File: src/rtl/seg_shift_pkg.sv
// seg_shift_pkg: shared state type and default sizing for the serial display shifter.
package seg_shift_pkg;
  typedef enum logic [1:0] {IDLE, SHIFT, DONE} seg_shift_state_t;
  localparam int SEG_SHIFT_WIDTH = 64;
  localparam int SEG_SHIFT_DIV = 4;
endpackage

File: src/rtl/seg_shift_phase.sv
// seg_shift_phase: per-bit phase counter producing the registered serial clock level.
module seg_shift_phase #(
  parameter int DIV = 4
) (
  input  logic clk,
  input  logic rst,
  input  logic en,
  input  logic clr,
  output logic sclk_lvl,
  output logic bit_end
);
  localparam int PW = $clog2(2 * DIV);
  localparam logic [PW-1:0] LAST = PW'(2 * DIV - 1);
  localparam logic [PW-1:0] HI = PW'(DIV);
  logic [PW-1:0] phase_q, phase_d;
  logic sclk_d;
  always_comb begin
    phase_d = (!en || clr || phase_q == LAST) ? '0 : phase_q + 1'b1;
    sclk_d = !en || phase_d >= HI;
  end
  always_ff @(posedge clk or posedge rst) begin
    if (rst) begin
      phase_q <= '0;
      sclk_lvl <= 1'b1;
    end else begin
      phase_q <= phase_d;
      sclk_lvl <= sclk_d;
    end
  end
  assign bit_end = phase_q == LAST;
endmodule

File: src/rtl/seg_shift_tx.sv
// seg_shift_tx: MSB-first serial frame transmitter for a chained shift-register display.
// Define SEG_SHIFT_PEN_BLANK_EN to blank pen while a frame is shifting.
module seg_shift_tx
  import seg_shift_pkg::*;
#(
  parameter int WIDTH = SEG_SHIFT_WIDTH,
  parameter int DIV = SEG_SHIFT_DIV
) (
  input  logic             clk,
  input  logic             rst,
  input  logic             start,
  input  logic [WIDTH-1:0] din,
  output logic             busy,
  output logic             done,
  output logic             sclk,
  output logic             sout,
  output logic             pen,
  output logic             clrn
);
  localparam int BW = $clog2(WIDTH + 1);
  localparam logic [BW-1:0] LAST_BIT = BW'(WIDTH - 1);
  seg_shift_state_t state_q, state_d;
  logic [WIDTH-1:0] sr_q, sr_d;
  logic [BW-1:0] bitcnt_q, bitcnt_d;
  logic busy_q, done_q, sout_q, clrn_q, bit_end, accept;
  assign accept = state_q == IDLE && start;
  always_comb begin
    state_d = state_q;
    sr_d = sr_q;
    bitcnt_d = bitcnt_q;
    if (accept) begin
      state_d = SHIFT;
      sr_d = din;
      bitcnt_d = '0;
    end else if (state_q == SHIFT && bit_end) begin
      sr_d = {sr_q[WIDTH-2:0], 1'b0};
      bitcnt_d = bitcnt_q + 1'b1;
      state_d = bitcnt_q == LAST_BIT ? DONE : SHIFT;
    end else if (state_q == DONE) begin
      state_d = IDLE;
    end
  end
  always_ff @(posedge clk or posedge rst) begin
    if (rst) begin
      state_q <= IDLE;
      sr_q <= '0;
      bitcnt_q <= '0;
      busy_q <= 1'b0;
      done_q <= 1'b0;
      sout_q <= 1'b0;
      clrn_q <= 1'b0;
    end else begin
      state_q <= state_d;
      sr_q <= sr_d;
      bitcnt_q <= bitcnt_d;
      busy_q <= state_d != IDLE;
      done_q <= state_d == DONE;
      sout_q <= state_d == SHIFT && sr_d[WIDTH-1];
      clrn_q <= 1'b1;
    end
  end
  // Enable tracks the next state so sclk drops in the first SHIFT cycle.
  seg_shift_phase #(.DIV(DIV)) u_phase (
    .clk(clk),
    .rst(rst),
    .en(state_d == SHIFT),
    .clr(accept),
    .sclk_lvl(sclk),
    .bit_end(bit_end)
  );
`ifdef SEG_SHIFT_PEN_BLANK_EN
  logic pen_q;
  always_ff @(posedge clk or posedge rst) begin
    if (rst) pen_q <= 1'b1;
    else pen_q <= state_d != SHIFT;
  end
  assign pen = pen_q;
`else
  assign pen = 1'b1;
`endif
  assign busy = busy_q;
  assign done = done_q;
  assign sout = sout_q;
  assign clrn = clrn_q;
endmodule

File: config.mk
export PLATFORM = sky130hd
export DESIGN_NAME = seg_shift_tx
export DESIGN_NICKNAME = d
export VERILOG_FILES = /design/src/rtl/seg_shift_pkg.sv /design/src/rtl/seg_shift_phase.sv /design/src/rtl/seg_shift_tx.sv
export SDC_FILE = /design/constraint.sdc
export NUM_CORES = 1
export LEC_CHECK = 0
export ABC_AREA = 1
export BUFFER_PORTS_ARGS = -buffer_cell sky130_fd_sc_hd__buf_2
export CAP_MARGIN = 20
export CORE_ASPECT_RATIO = 1.5
export CORE_MARGIN = 2
export CORE_UTILIZATION = 55
export DETAILED_ROUTE_END_ITERATION = 16
export PLACE_DENSITY = 0.8
export RECOVER_POWER = 50
export SKIP_LAST_GASP = 1
export SLEW_MARGIN = 20
export SYNTH_ARGS = -nofsm -noshare
export SYNTH_HDL_FRONTEND = slang
export SYNTH_SLANG_ARGS = --single-unit
File: constraint.sdc
create_clock -name clk -period 3.81 [get_ports clk]
set_clock_uncertainty 0.1 [all_clocks]
set_input_delay 0.381 -clock clk [delete_from_list [all_inputs] [get_ports clk]]
set_output_delay 0.381 -clock clk [all_outputs]
set_load 0.01 [all_outputs]
==> results of run 1 <==
==> layer usage <==
layer  GRT usage [%]  part of all wire (%)  wire (um)
met1            23.0                    42       3010
met2            37.6                    50       3560
met3            4.40                   3.9        277
met4            12.4                   3.6        255
met5               0                     0          0
==> stage by stage <==
stage | utilization (%) | area (um2)
floorplan | - | 3580
global placement | 61.2 | 3910
detailed placement | 61.2 | 3910
CTS | 64.4 | 4120
global route | 64.3 | 4110
finish | 64.3 | 4110
==> critical path: cells and delay by family, from the launching register on <==
kind	cells	cell delay, ps
buf+inv	2	870
flops	1	450
simple gates	5	640
==> cells by family (layout without fill, tap and decap cells) <==
group                      count (synthesis)  in the layout  share of synthesized area, %
AOI/OAI and AO/OA                         14             14                          2.27
adders and majority gates                  3              3                          1.05
buffers and inverters                     36            106                          5.67
DFF                                       81             81                          56.7
other                                      1              2                         0.105
and+or+nand+nor                          292            292                          34.2
==> worst max-delay path by stage <==
stage | start | endpoint | slack (ps) | cells after the start
finish | state_q[0] | sout | 1690 | 7
global route | rst | u_phase.sclk_lvl | 1380 | 3
CTS | state_q[0] | sout | 1670 | 7
detailed placement | state_q[0] | sout | 1700 | 7
global placement | state_q[0] | sout | 1790 | 7
floorplan | rst | bitcnt_q[0] | 1250 | 1
==> state kept, by name (all words and copies together), names as in the netlist <==
name,cells
sr_q,64
bitcnt_q,7
u_phase.phase_q,3
state_q,2
busy,1
clrn,1
done,1
sout,1
u_phase.sclk_lvl,1
==> final cells by class <==
type / instances / area share [%]
Clock buffer: 14 / 4.20
Clock inverter: 2 / 0.852
Inverter: 17 / 1.67
Multi-Input combinational cell: 311 / 32.8
Sequential cell: 81 / 49.3
Tap cell: 76 / 2.31
Timing Repair Buffer: 73 / 8.88
==> where the power goes <==
group / internal [mW] / switching [mW] / leakage (nW) / total (mW)
clock network: 0.356 / 0.288 / 0.107 / 0.645
registers: 0.860 / 0.000167 / 0.798 / 0.860
logic: 0.0244 / 0.0286 / 1.02 / 0.0530
==> synthesized netlist by cell type (all sizes together) <==
cell type,n
nor2,15
nor3,1
nand3b,1
conb,1
inv,16
clkinv,1
o21ai,4
nand2,207
ha,3
o22ai,1
nand4,3
buf,19
nand3,65
a21oi,5
o211ai,4
dfstp,1
dfrtp,80
==> results_tabular.tex, run 1 <==
\begin{tabular}{lr}
\hline
Metric & Value \\
\hline
\multicolumn{2}{l}{\textbf{Worst hold path}} \\
\quad Number of cells on the worst hold path & 3 \\
\quad Worst hold path endpoint & sr\_q[0] \\
\quad Type of the most critical hold path & input pin to register \\
\quad Hold path startpoint & din[0] \\
\multicolumn{2}{l}{\textbf{Synth}} \\
\quad Cells taking the most area after synthesis & sky130\_fd\_sc\_hd\_\_dfrtp\_1, sky130\_fd\_sc\_hd\_\_nand2\_1, sky130\_fd\_sc\_hd\_\_nand3\_1 \\
\quad Cell type with the highest aggregate area in the netlist & sky130\_fd\_sc\_hd\_\_dfrtp\_1 \\
\quad Count of synthesis-stage warnings from yosys & 0 \\
\quad Area share of the largest cell type after synthesis & 56.0\% \\
\quad Synthesized cell area & 3580 um2 \\
\quad Unique cell type count in the Yosys netlist & 23 \\
\quad Gate count of the mapped netlist & between 400 and 500 \\
\quad Sequential cell area fraction in the yosys report & between 50\% and 60\% \\
\quad Average cell area after synthesis & between 8 and 9 um2 \\
\quad Yosys reg bits & 81 \\
\multicolumn{2}{l}{\textbf{Drt}} \\
\quad Initial DRT Pass Iterations & 4 \\
\quad Wire per inst & approximately 12 um \\
\quad Mean number of vias per cell & between 5 and 6 \\
\quad Remaining routing DRC violations & 0 \\
\quad Detailed Route Iter0 Violations & about 200 \\
\quad Final routed wirelength across all metal layers & 7100 um \\
\quad Number of nets with antenna violations after detailed routing & 0 \\
\quad Number of vias after detailed routing & approximately 3000 \\
\multicolumn{2}{l}{\textbf{Finish}} \\
\quad Ant. Diodes & 0 \\
\quad Commonest non-fill, non-tap cell in the layout & sky130\_fd\_sc\_hd\_\_nand2\_1 \\
\quad Net count of the finished layout & 563 \\
\quad Number of fill cells in the layout & 542 \\
\quad Most used cells in the layout excluding fill and tap cells & sky130\_fd\_sc\_hd\_\_nand2\_1, sky130\_fd\_sc\_hd\_\_dfrtp\_1, sky130\_fd\_sc\_hd\_\_buf\_2, sky130\_fd\_sc\_hd\_\_nand3\_1, sky130\_fd\_sc\_hd\_\_nor2\_1 \\
\quad Area grow syn2layout & 15.0\% \\
\quad Area of combinational cells with multiple inputs & approximately 1300 um2 \\
\quad FF/Latch Area & a little over 2000 um2 \\
\quad Fraction of layout cells with a size suffix above 1 & between 10\% and 20\% \\
\quad Final Instance Count excl. Fillers & $\sim$570 \\
\multicolumn{2}{l}{\textbf{STA}} \\
\quad Count of final max-slew check failures & 54 \\
\quad Post-route setup slack & 1690 ps \\
\quad Highest achievable clock rate & around 470 MHz \\
\quad Final setup violation count & 0 \\
\quad Time the worst path needs with I/O delays and setup & between 2000 and 2500 ps \\
\quad Pin slew with the least headroom to its limit & 2290 ps \\
\quad Post-route clock period utilization & between 50\% and 60\% \\
\quad Setup repair after global routing missed its margin & no \\
\quad TNS Setup & 0 ps \\
\quad Worst hold margin & between 100 and 150 ps \\
\quad Slew Limit Headroom & -53.3\% \\
\quad Final hold viol count & 0 \\
\multicolumn{2}{l}{\textbf{Worst setup path}} \\
\quad Startpoint of the worst-slack reg-to-reg timing path & state\_q[0] \\
\quad Slowest stage cell, crit path & sky130\_fd\_sc\_hd\_\_inv\_2 \\
\quad Crit Path Max Fanout & 64 \\
\quad Critical path data required time & $\sim$4000 ps \\
\quad Critical path class & register to register \\
\quad Reg-to-reg endpoint & sout \\
\quad Max incr delay on CP & around 740 ps \\
\quad Nature of the critical path endpoint & register \\
\quad Register-to-Register Path Depth & 7 \\
\quad Type of element launching the critical path & register \\
\quad Worst setup slack for register-to-register paths & approximately 1700 ps \\
\quad CP Cell Sequence & inv\_2 > nand3\_4 > inv\_2 > nor2\_1 > nand2\_1 > nand2\_1 > nor2\_1 \\
\quad Data arrival, critical path & around 2300 ps \\
\multicolumn{2}{l}{\textbf{Floorplan}} \\
\quad Initial core utilization & 55.9\% \\
\quad Area of the core region & 6400 um2 \\
\quad Die area & between 7000 and 8000 um2 \\
\quad Number of placement rows & 36 \\
\quad I/O pin count & 73 \\
\quad Vertical extent of the die & between 100 and 150 um \\
\quad DIE WIDTH & between 60 and 70 um \\
\multicolumn{2}{l}{\textbf{Pwr}} \\
\quad Peak supply drop & approximately 0.23 mV \\
\quad Power density relative to cell area & approximately 380 nW/um2 \\
\quad Total design power & approximately 1.6 mW \\
\quad Leakage power summed over all cells & about 1.9 nW \\
\multicolumn{2}{l}{\textbf{Clocking}} \\
\quad Clock-pin slew reported for the worst setup and hold paths after clock tree synthesis & roughly 70 ps \\
\quad CTS tree & yes \\
\quad Number of CTS-inserted buffers & 9 \\
\quad Post-CTS resize count & 0 \\
\quad Setup repair bufs after CTS & 0 \\
\quad Number of clock sinks & 81 \\
\quad Clock H-tree levels & 3 \\
\quad Number of buffers between clock root and the deepest sink & 2 \\
\quad Root Buffer & sky130\_fd\_sc\_hd\_\_clkbuf\_8 \\
\quad Hold buffers post-CTS & 0 \\
\quad Clock latency on the worst-skew pair & 350 ps \\
\multicolumn{2}{l}{\textbf{Status}} \\
\quad Violated checks & max-capacitance violations, max-slew violations \\
\quad Run status & finished, violations left \\
\multicolumn{2}{l}{\textbf{Global route}} \\
\quad Largest net degree at the start of global routing & 65 \\
\quad Number of global-route vias before repair & 2891 \\
\quad Overall overflow remaining after global route & 0 \\
\quad First-pass GRT wire length & 12100 um \\
\quad Gr usage total & a little over a fifth \\
\quad Number of antenna violations at the first check in global routing & 0 \\
\multicolumn{2}{l}{\textbf{Placement}} \\
\quad Placed Instances & 558 \\
\quad Final GP Congestion & 0.853 \\
\quad Quantity of I/O buffers inserted on ports & approximately 70 \\
\quad Pre-CTS WS & $\sim$1700 ps \\
\quad HPWL Detailed & around 4700 um \\
\multicolumn{2}{l}{\textbf{Run}} \\
\quad Maxcap violations & 1 \\
\hline
\end{tabular}
Power figures use the tool's default switching activity.
==> run 2, diff against run 1 <==
--- a/config.mk
+++ b/config.mk
@@ -10,9 +10,9 @@
 export CAP_MARGIN = 20
 export CORE_ASPECT_RATIO = 1.5
 export CORE_MARGIN = 2
-export CORE_UTILIZATION = 55
+export CORE_UTILIZATION = 49
 export DETAILED_ROUTE_END_ITERATION = 16
-export PLACE_DENSITY = 0.8
+export PLACE_DENSITY = 0.75
 export RECOVER_POWER = 50
 export SKIP_LAST_GASP = 1
 export SLEW_MARGIN = 20
==> constraint.sdc (replaced) <==
create_clock -name clk -period 1.81 [get_ports clk]
set_clock_uncertainty 0.1 [all_clocks]
set_input_delay 0.181 -clock clk [delete_from_list [all_inputs] [get_ports clk]]
set_output_delay 0.181 -clock clk [all_outputs]
set_load 0.01 [all_outputs]
==> run 2 against run 1 <==
The run now ends clean. First-iteration DRC count up 8.9%. Die area up 12%. Power up 100%. Via count up 8.2%. Critical endpoint is now sr_q[15]. Largest power group unchanged.
==> results_tabular.tex, run 2 (synthesized netlist as in run 1, its figures left out) <==
\begin{tabular}{lr}
\hline
Metric & Value \\
\hline
\multicolumn{2}{l}{\textbf{STA}} \\
\quad Count of final max-slew check failures & 0 \\
\quad Final hold viol count & 0 \\
\quad Pin slew with the least headroom to its limit & approximately 1100 ps \\
\quad Post-route clock period utilization & about 95\% \\
\quad Final setup violation count & 0 \\
\quad Setup repair after global routing missed its margin & no \\
\quad Time the worst path needs with I/O delays and setup & 1720 ps \\
\quad Slew Limit Headroom & roughly 28\% \\
\quad TNS Setup & 0 ps \\
\quad Highest achievable clock rate & between 500 and 600 MHz \\
\multicolumn{2}{l}{\textbf{Finish}} \\
\quad Register with the most flip-flops & sr\_q \\
\quad Number of fill cells in the layout & $\sim$570 \\
\quad Max FFs per register & 64 \\
\quad Registers with the most flip-flops & sr\_q: 64 flops, bitcnt\_q: 7 flops, u\_phase.phase\_q: 3 flops \\
\quad Area grow syn2layout & 34.7\% \\
\quad Ant. Diodes & 0 \\
\quad Net count of the finished layout & roughly 630 \\
\quad Commonest non-fill, non-tap cell in the layout & sky130\_fd\_sc\_hd\_\_nand2\_1 \\
\quad Fraction of layout cells with a size suffix above 1 & between 10\% and 20\% \\
\quad Most used cells in the layout excluding fill and tap cells & sky130\_fd\_sc\_hd\_\_nand2\_1, sky130\_fd\_sc\_hd\_\_dfrtp\_1, sky130\_fd\_sc\_hd\_\_buf\_2, sky130\_fd\_sc\_hd\_\_dlygate4sd3\_1, sky130\_fd\_sc\_hd\_\_nand3\_1 \\
\multicolumn{2}{l}{\textbf{Placement}} \\
\quad HPWL Detailed & slightly below 5000 um \\
\quad Final GP Congestion & 0.783 \\
\quad Quantity of I/O buffers inserted on ports & between 70 and 80 \\
\multicolumn{2}{l}{\textbf{Worst hold path}} \\
\quad Number of cells on the worst hold path & 3 \\
\quad Hold path startpoint & din[43] \\
\quad Worst hold path endpoint & sr\_q[43] \\
\quad Type of the most critical hold path & input pin to register \\
\multicolumn{2}{l}{\textbf{Global route}} \\
\quad Number of antenna violations at the first check in global routing & 0 \\
\quad Met2 Usage GRT & a little under two fifths \\
\quad GRT met3 Usage & 3.05\% \\
\quad Global routing usage on met1 & $\sim$27\% \\
\quad Number of global-route vias before repair & between 3000 and 4000 \\
\quad Largest net degree at the start of global routing & 82 \\
\quad Gr usage total & 22.0\% \\
\quad Layer carrying the most global-route usage & met2 \\
\quad First-pass GRT wire length & around 13000 um \\
\quad Overall overflow remaining after global route & 0 \\
\multicolumn{2}{l}{\textbf{Worst setup path}} \\
\quad Critical path class & register to register \\
\quad Data arrival, critical path & between 1500 and 2000 ps \\
\quad Nature of the critical path endpoint & register \\
\quad Critical path data required time & 2000 ps \\
\quad Reg-to-reg endpoint & sr\_q[15] \\
\quad Register-to-Register Path Depth & 8 \\
\quad Crit Path Max Fanout & 31 \\
\quad Type of element launching the critical path & register \\
\quad Startpoint of the worst-slack reg-to-reg timing path & u\_phase.phase\_q[0] \\
\quad Worst setup slack for register-to-register paths & $\sim$90 ps \\
\multicolumn{2}{l}{\textbf{Pwr}} \\
\quad Net load switching power & between 0.6 and 0.7 mW \\
\quad Peak supply drop & 0.484 mV \\
\quad Sequential group share of total power & a little under three fifths \\
\quad Internal power component & roughly 2.5 mW \\
\quad Total design power & 3.15 mW \\
\quad Switch share & between 20\% and 30\% \\
\quad Combinational fraction of design power & 7.0\% \\
\quad Power density relative to cell area & 654 nW/um2 \\
\quad Power share of the clock group & $\sim$36\% \\
\quad Leakage power summed over all cells & around 2.2 nW \\
\multicolumn{2}{l}{\textbf{Clocking}} \\
\quad Clock latency on the worst-skew pair & around 350 ps \\
\quad CTS tree & yes \\
\quad Clock-pin slew reported for the worst setup and hold paths after clock tree synthesis & approximately 70 ps \\
\quad Number of clock sinks & a little over 80 \\
\quad Number of CTS-inserted buffers & 9 \\
\quad Root Buffer & sky130\_fd\_sc\_hd\_\_clkbuf\_8 \\
\quad Clock H-tree levels & 3 \\
\quad Number of buffers between clock root and the deepest sink & 2 \\
\multicolumn{2}{l}{\textbf{Drt}} \\
\quad Detailed Route Iter0 Violations & 220 \\
\quad Remaining routing DRC violations & 0 \\
\quad Final routed wirelength across all metal layers & about 8200 um \\
\quad Initial DRT Pass Iterations & 4 \\
\quad Mean number of vias per cell & between 5 and 6 \\
\quad Wire per inst & 12.7 um \\
\quad Number of vias after detailed routing & 3239 \\
\quad Number of nets with antenna violations after detailed routing & 0 \\
\multicolumn{2}{l}{\textbf{Floorplan}} \\
\quad Initial core utilization & about half \\
\quad I/O pin count & 73 \\
\quad Vertical extent of the die & between 100 and 150 um \\
\quad Area of the core region & $\sim$7000 um2 \\
\quad Die area & $\sim$8000 um2 \\
\quad DIE WIDTH & 73.8 um \\
\quad Number of placement rows & 38 \\
\multicolumn{2}{l}{\textbf{Status}} \\
\quad Run status & completed \\
\multicolumn{2}{l}{\textbf{Run}} \\
\quad Maxcap violations & 0 \\
\hline
\end{tabular}
## run 2: cell count changes in the layout (fill, tap and decap cells not counted), moves of 2 or more
cell / before / now
sky130_fd_sc_hd__buf_2: 67 / 70
sky130_fd_sc_hd__clkbuf_8: 12 / 10
sky130_fd_sc_hd__clkbuf_1: 6 / 3
sky130_fd_sc_hd__buf_12: 0 / 4
sky130_fd_sc_hd__dlygate4sd3_1: 0 / 64
sky130_fd_sc_hd__clkinvlp_4: 0 / 2
## run 2: worst max path at each step
stage / from / to / slack [ps] / cells past startpoint
floorplan: u_phase.phase_q[0] / sout / 230 / 8
global placement: u_phase.phase_q[0] / sr_q[37] / 170 / 8
detailed placement: u_phase.phase_q[0] / sr_q[10] / 120 / 8
CTS: u_phase.phase_q[0] / sr_q[10] / 100 / 8
global route: u_phase.phase_q[0] / sout / 0.5 / 8
finish: u_phase.phase_q[0] / sr_q[15] / 90 / 8
## run 2: metal layers
layer  wire length, um  part of all wire (%)
met1              3410                    42
met2              4340                    53
met3               296                   3.6
met4               144                   1.8
met5                 0                     0
## run 2: through the flow
step / instances / hold slack, ps / area (um2) / utilization [%] / setup WS [ps]
floorplan: 428 / 198 / 3580 / - / 228
CTS: 647 / 14.0 / 4830 / 67.7 / 96.2
global placement: 568 / 227 / 4030 / 56.5 / 167
finish: 647 / 28.1 / 4820 / 67.5 / 90.6
global route: 647 / 41.9 / 4820 / 67.5 / 0.502
detailed placement: 568 / 236 / 4030 / 56.5 / 116
## run 2: power groups by stage
stage,Clock (mW),Combinational (mW),Sequential [mW]
global placement,0,0.117,1.85
global route,1.23,0.243,1.81
CTS,1.16,0.222,1.81
detailed placement,0,0.117,1.85
finish,1.12,0.221,1.81
floorplan,0,0.0295,1.85
## run 2: area by class of cell
class	instances	area (um2)	area share (%)
clock inverter	3	17.5	0.364
sequential	81	2030	42.1
clock buffer	12	145	3.01
timing repair buffer	143	1100	22.9
inverter	17	71.3	1.48
tap	80	100	2.08
multi-input combinational	311	1350	28.0
## run 2: critical path, cell delays in order (launching register included)
cell                      delay, ps
sky130_fd_sc_hd__dfrtp_1        380
sky130_fd_sc_hd__ha_1           200
sky130_fd_sc_hd__ha_1           250
sky130_fd_sc_hd__nand3_4        150
sky130_fd_sc_hd__nand2_4         90
sky130_fd_sc_hd__inv_4          130
sky130_fd_sc_hd__buf_12         190
sky130_fd_sc_hd__nand2_1         80
sky130_fd_sc_hd__nand3_1         70
## run 2: repair_timing
item                       in CTS  in global routing
resized for setup               0                  0
hold endpoints to repair      143                  0
setup buffers                   0                  0
hold buffers                   64                  0
setup endpoints to repair       0                  0
==> run 3, diff against run 2 <==
--- a/config.mk
+++ b/config.mk
@@ -6,7 +6,7 @@
 export NUM_CORES = 1
 export LEC_CHECK = 0
 export ABC_AREA = 1
-export BUFFER_PORTS_ARGS = -buffer_cell sky130_fd_sc_hd__buf_2
+export BUFFER_PORTS_ARGS = -buffer_cell sky130_fd_sc_hd__clkbuf_2
 export CAP_MARGIN = 20
 export CORE_ASPECT_RATIO = 1.5
 export CORE_MARGIN = 2
==> run 3 against run 2 <==
Register-to-register slack improved by 90 ps. Design area is 1.6% higher. First-iteration DRC count rose by 7.7%. Routed wire length down 3.6%. Core utilization grew 1.1 points. Via count fell by 0.31%. Non-clock buffer count stayed put. Critical path depth unchanged. Combinational power is essentially flat. Sequential share of layout area fell by 0.68 points. Sequential power about the same. Fmax rose by 5.8%. Critical path type unchanged. Largest cell class unchanged. Highest routed layer unchanged.
==> results_tabular.tex, run 3 (synthesized netlist as in run 1, its figures left out) <==
\begin{tabular}{lr}
\hline
Metric & Value \\
\hline
\multicolumn{2}{l}{\textbf{STA}} \\
\quad Pin slew with the least headroom to its limit & roughly 1100 ps \\
\quad Slew Limit Headroom & just under 30\% \\
\quad Setup repair after global routing missed its margin & no \\
\quad Final setup violation count & 0 \\
\quad Final hold viol count & 0 \\
\quad Post-route clock period utilization & around nine tenths \\
\quad TNS Setup & 0 ps \\
\quad Time the worst path needs with I/O delays and setup & approximately 1600 ps \\
\quad Highest achievable clock rate & between 600 and 700 MHz \\
\quad Count of final max-slew check failures & 0 \\
\multicolumn{2}{l}{\textbf{Clocking}} \\
\quad Number of clock sinks & 81 \\
\quad Number of buffers between clock root and the deepest sink & 2 \\
\quad Number of CTS-inserted buffers & 9 \\
\quad Clock H-tree levels & 3 \\
\quad Setup repair bufs after CTS & 0 \\
\quad Clock-pin slew reported for the worst setup and hold paths after clock tree synthesis & around 80 ps \\
\quad Root Buffer & sky130\_fd\_sc\_hd\_\_clkbuf\_8 \\
\quad CTS tree & yes \\
\quad Clock latency on the worst-skew pair & roughly 350 ps \\
\multicolumn{2}{l}{\textbf{Finish}} \\
\quad Fraction of layout cells with a size suffix above 1 & a little under a fifth \\
\quad Most used cells in the layout excluding fill and tap cells & sky130\_fd\_sc\_hd\_\_nand2\_1, sky130\_fd\_sc\_hd\_\_dfrtp\_1, sky130\_fd\_sc\_hd\_\_clkbuf\_2, sky130\_fd\_sc\_hd\_\_nand3\_1, sky130\_fd\_sc\_hd\_\_dlygate4sd3\_1 \\
\quad Net count of the finished layout & about 630 \\
\quad Fin util & 68.6\% \\
\quad Max FFs per register & 64 \\
\quad Commonest non-fill, non-tap cell in the layout & sky130\_fd\_sc\_hd\_\_nand2\_1 \\
\quad Final Instance Count excl. Fillers & $\sim$650 \\
\quad Ant. Diodes & 0 \\
\quad Registers with the most flip-flops & sr\_q: 64 flops, bitcnt\_q: 7 flops, u\_phase.phase\_q: 3 flops \\
\quad Area grow syn2layout & 36.9\% \\
\quad Register with the most flip-flops & sr\_q \\
\quad Final cell area excluding filler cells & a little under 5000 um2 \\
\multicolumn{2}{l}{\textbf{Status}} \\
\quad Run status & completed \\
\multicolumn{2}{l}{\textbf{Global route}} \\
\quad Overall overflow remaining after global route & 0 \\
\quad Gr usage total & between 20 and 25\% \\
\quad GRT met3 Usage & approximately 3.2\% \\
\quad Number of antenna violations at the first check in global routing & 0 \\
\quad Met2 Usage GRT & around 37\% \\
\quad Number of global-route vias before repair & approximately 3000 \\
\quad Global routing usage on met1 & 26.3\% \\
\quad Largest net degree at the start of global routing & between 80 and 90 \\
\quad Layer carrying the most global-route usage & met2 \\
\quad First-pass GRT wire length & around 13000 um \\
\multicolumn{2}{l}{\textbf{Worst hold path}} \\
\quad Worst hold path endpoint & sr\_q[43] \\
\quad Hold path startpoint & din[43] \\
\quad Type of the most critical hold path & input pin to register \\
\quad Number of cells on the worst hold path & 3 \\
\multicolumn{2}{l}{\textbf{Worst setup path}} \\
\quad Critical path data required time & approximately 2000 ps \\
\quad Worst setup slack for register-to-register paths & 190 ps \\
\quad Nature of the critical path endpoint & register \\
\quad Startpoint of the worst-slack reg-to-reg timing path & u\_phase.phase\_q[0] \\
\quad Data arrival, critical path & between 1500 and 2000 ps \\
\quad Type of element launching the critical path & register \\
\quad Crit Path Max Fanout & 28 \\
\quad Reg-to-reg endpoint & sr\_q[16] \\
\quad Critical path class & register to register \\
\quad Register-to-Register Path Depth & 8 \\
\multicolumn{2}{l}{\textbf{Pwr}} \\
\quad Peak supply drop & 0.728 mV \\
\quad Power density relative to cell area & 738 nW/um2 \\
\quad Leakage power summed over all cells & roughly 2.3 nW \\
\multicolumn{2}{l}{\textbf{Placement}} \\
\quad Quantity of I/O buffers inserted on ports & 71 \\
\quad Placed inst area & 4030 um2 \\
\quad Placed Instances & 569 \\
\quad HPWL Detailed & 4890 um \\
\quad Final GP Congestion & between 0.8 and 0.9 \\
\multicolumn{2}{l}{\textbf{Drt}} \\
\quad Wire per inst & between 10 and 15 um \\
\quad Remaining routing DRC violations & 0 \\
\quad Detailed Route Iter0 Violations & 237 \\
\quad Number of vias after detailed routing & about 3200 \\
\quad Initial DRT Pass Iterations & 4 \\
\quad Mean number of vias per cell & between 4 and 5 \\
\quad Final routed wirelength across all metal layers & approximately 8000 um \\
\quad Number of nets with antenna violations after detailed routing & 0 \\
\multicolumn{2}{l}{\textbf{Floorplan}} \\
\quad Number of placement rows & 38 \\
\quad Die area & 8010 um2 \\
\quad I/O pin count & 73 \\
\quad Initial core utilization & between 50 and 60\% \\
\quad Vertical extent of the die & approximately 110 um \\
\quad Area of the core region & around 7000 um2 \\
\quad DIE WIDTH & around 74 um \\
\multicolumn{2}{l}{\textbf{Run}} \\
\quad Maxcap violations & 0 \\
\hline
\end{tabular}
## run 3: repair_timing
item,CTS,global route
endpoints found under the hold margin,142,0
resized for setup,0,1
setup endpoints to repair,0,1
hold buffers,63,0
## run 3: area by class of cell
type                            instances  area, um2
Timing Repair Buffer                  143       1100
Sequential cell                        81       2030
Fill cell                             579       2240
Inverter                               17       71.3
Clock buffer                           11        141
Tap cell                               80        100
Clock inverter                          5        103
Multi-Input combinational cell        311       1350
## run 3: how the worst max path moves through the flow
| stage | startpoint | end | slack, ps |
|---|---|---|---|
| after floorplan | u_phase.phase_q[0] | sout | 230 |
| after global placement | u_phase.phase_q[0] | sr_q[45] | 200 |
| after detailed placement | u_phase.phase_q[0] | sr_q[45] | 130 |
| after CTS | u_phase.phase_q[0] | sr_q[6] | 110 |
| after global routing | rst | sr_q[38] | 30 |
| final | u_phase.phase_q[0] | sr_q[16] | 190 |
## run 3: per-stage QoR
stage                     hold WS [ps]  power, mW  setup WS [ps]
after floorplan                    198       1.88            228
final                             10.1       3.61            185
after global placement             220       1.96            201
after global routing              37.1       3.74           29.6
after CTS                         2.10       3.66            114
after detailed placement           226       1.96            130
## run 3: critical path, cell delays in order, from the launching register on
cell and delay (ps):
sky130_fd_sc_hd__dfrtp_1 390, sky130_fd_sc_hd__ha_1 200, sky130_fd_sc_hd__ha_2 200, sky130_fd_sc_hd__nand3_4 130, sky130_fd_sc_hd__nand2_4 70, sky130_fd_sc_hd__inv_4 130, sky130_fd_sc_hd__buf_12 180, sky130_fd_sc_hd__nand2_1 70
sky130_fd_sc_hd__nand3_1 80
## run 3: power by group
part           total [mW]  switching, mW  leakage, nW  internal, mW
clock network        1.58          0.633        0.120         0.952
registers            1.81       0.000327        0.798          1.81
logic               0.219         0.0791         1.35         0.140
total                3.61          0.712         2.27          2.90
## run 3: per-layer routing
metal,part of all wire [%],vias up
li1,-,1618
met1,43,1526
met2,52,72
met3,3.2,13
met4,2.2,0
met5,0,-
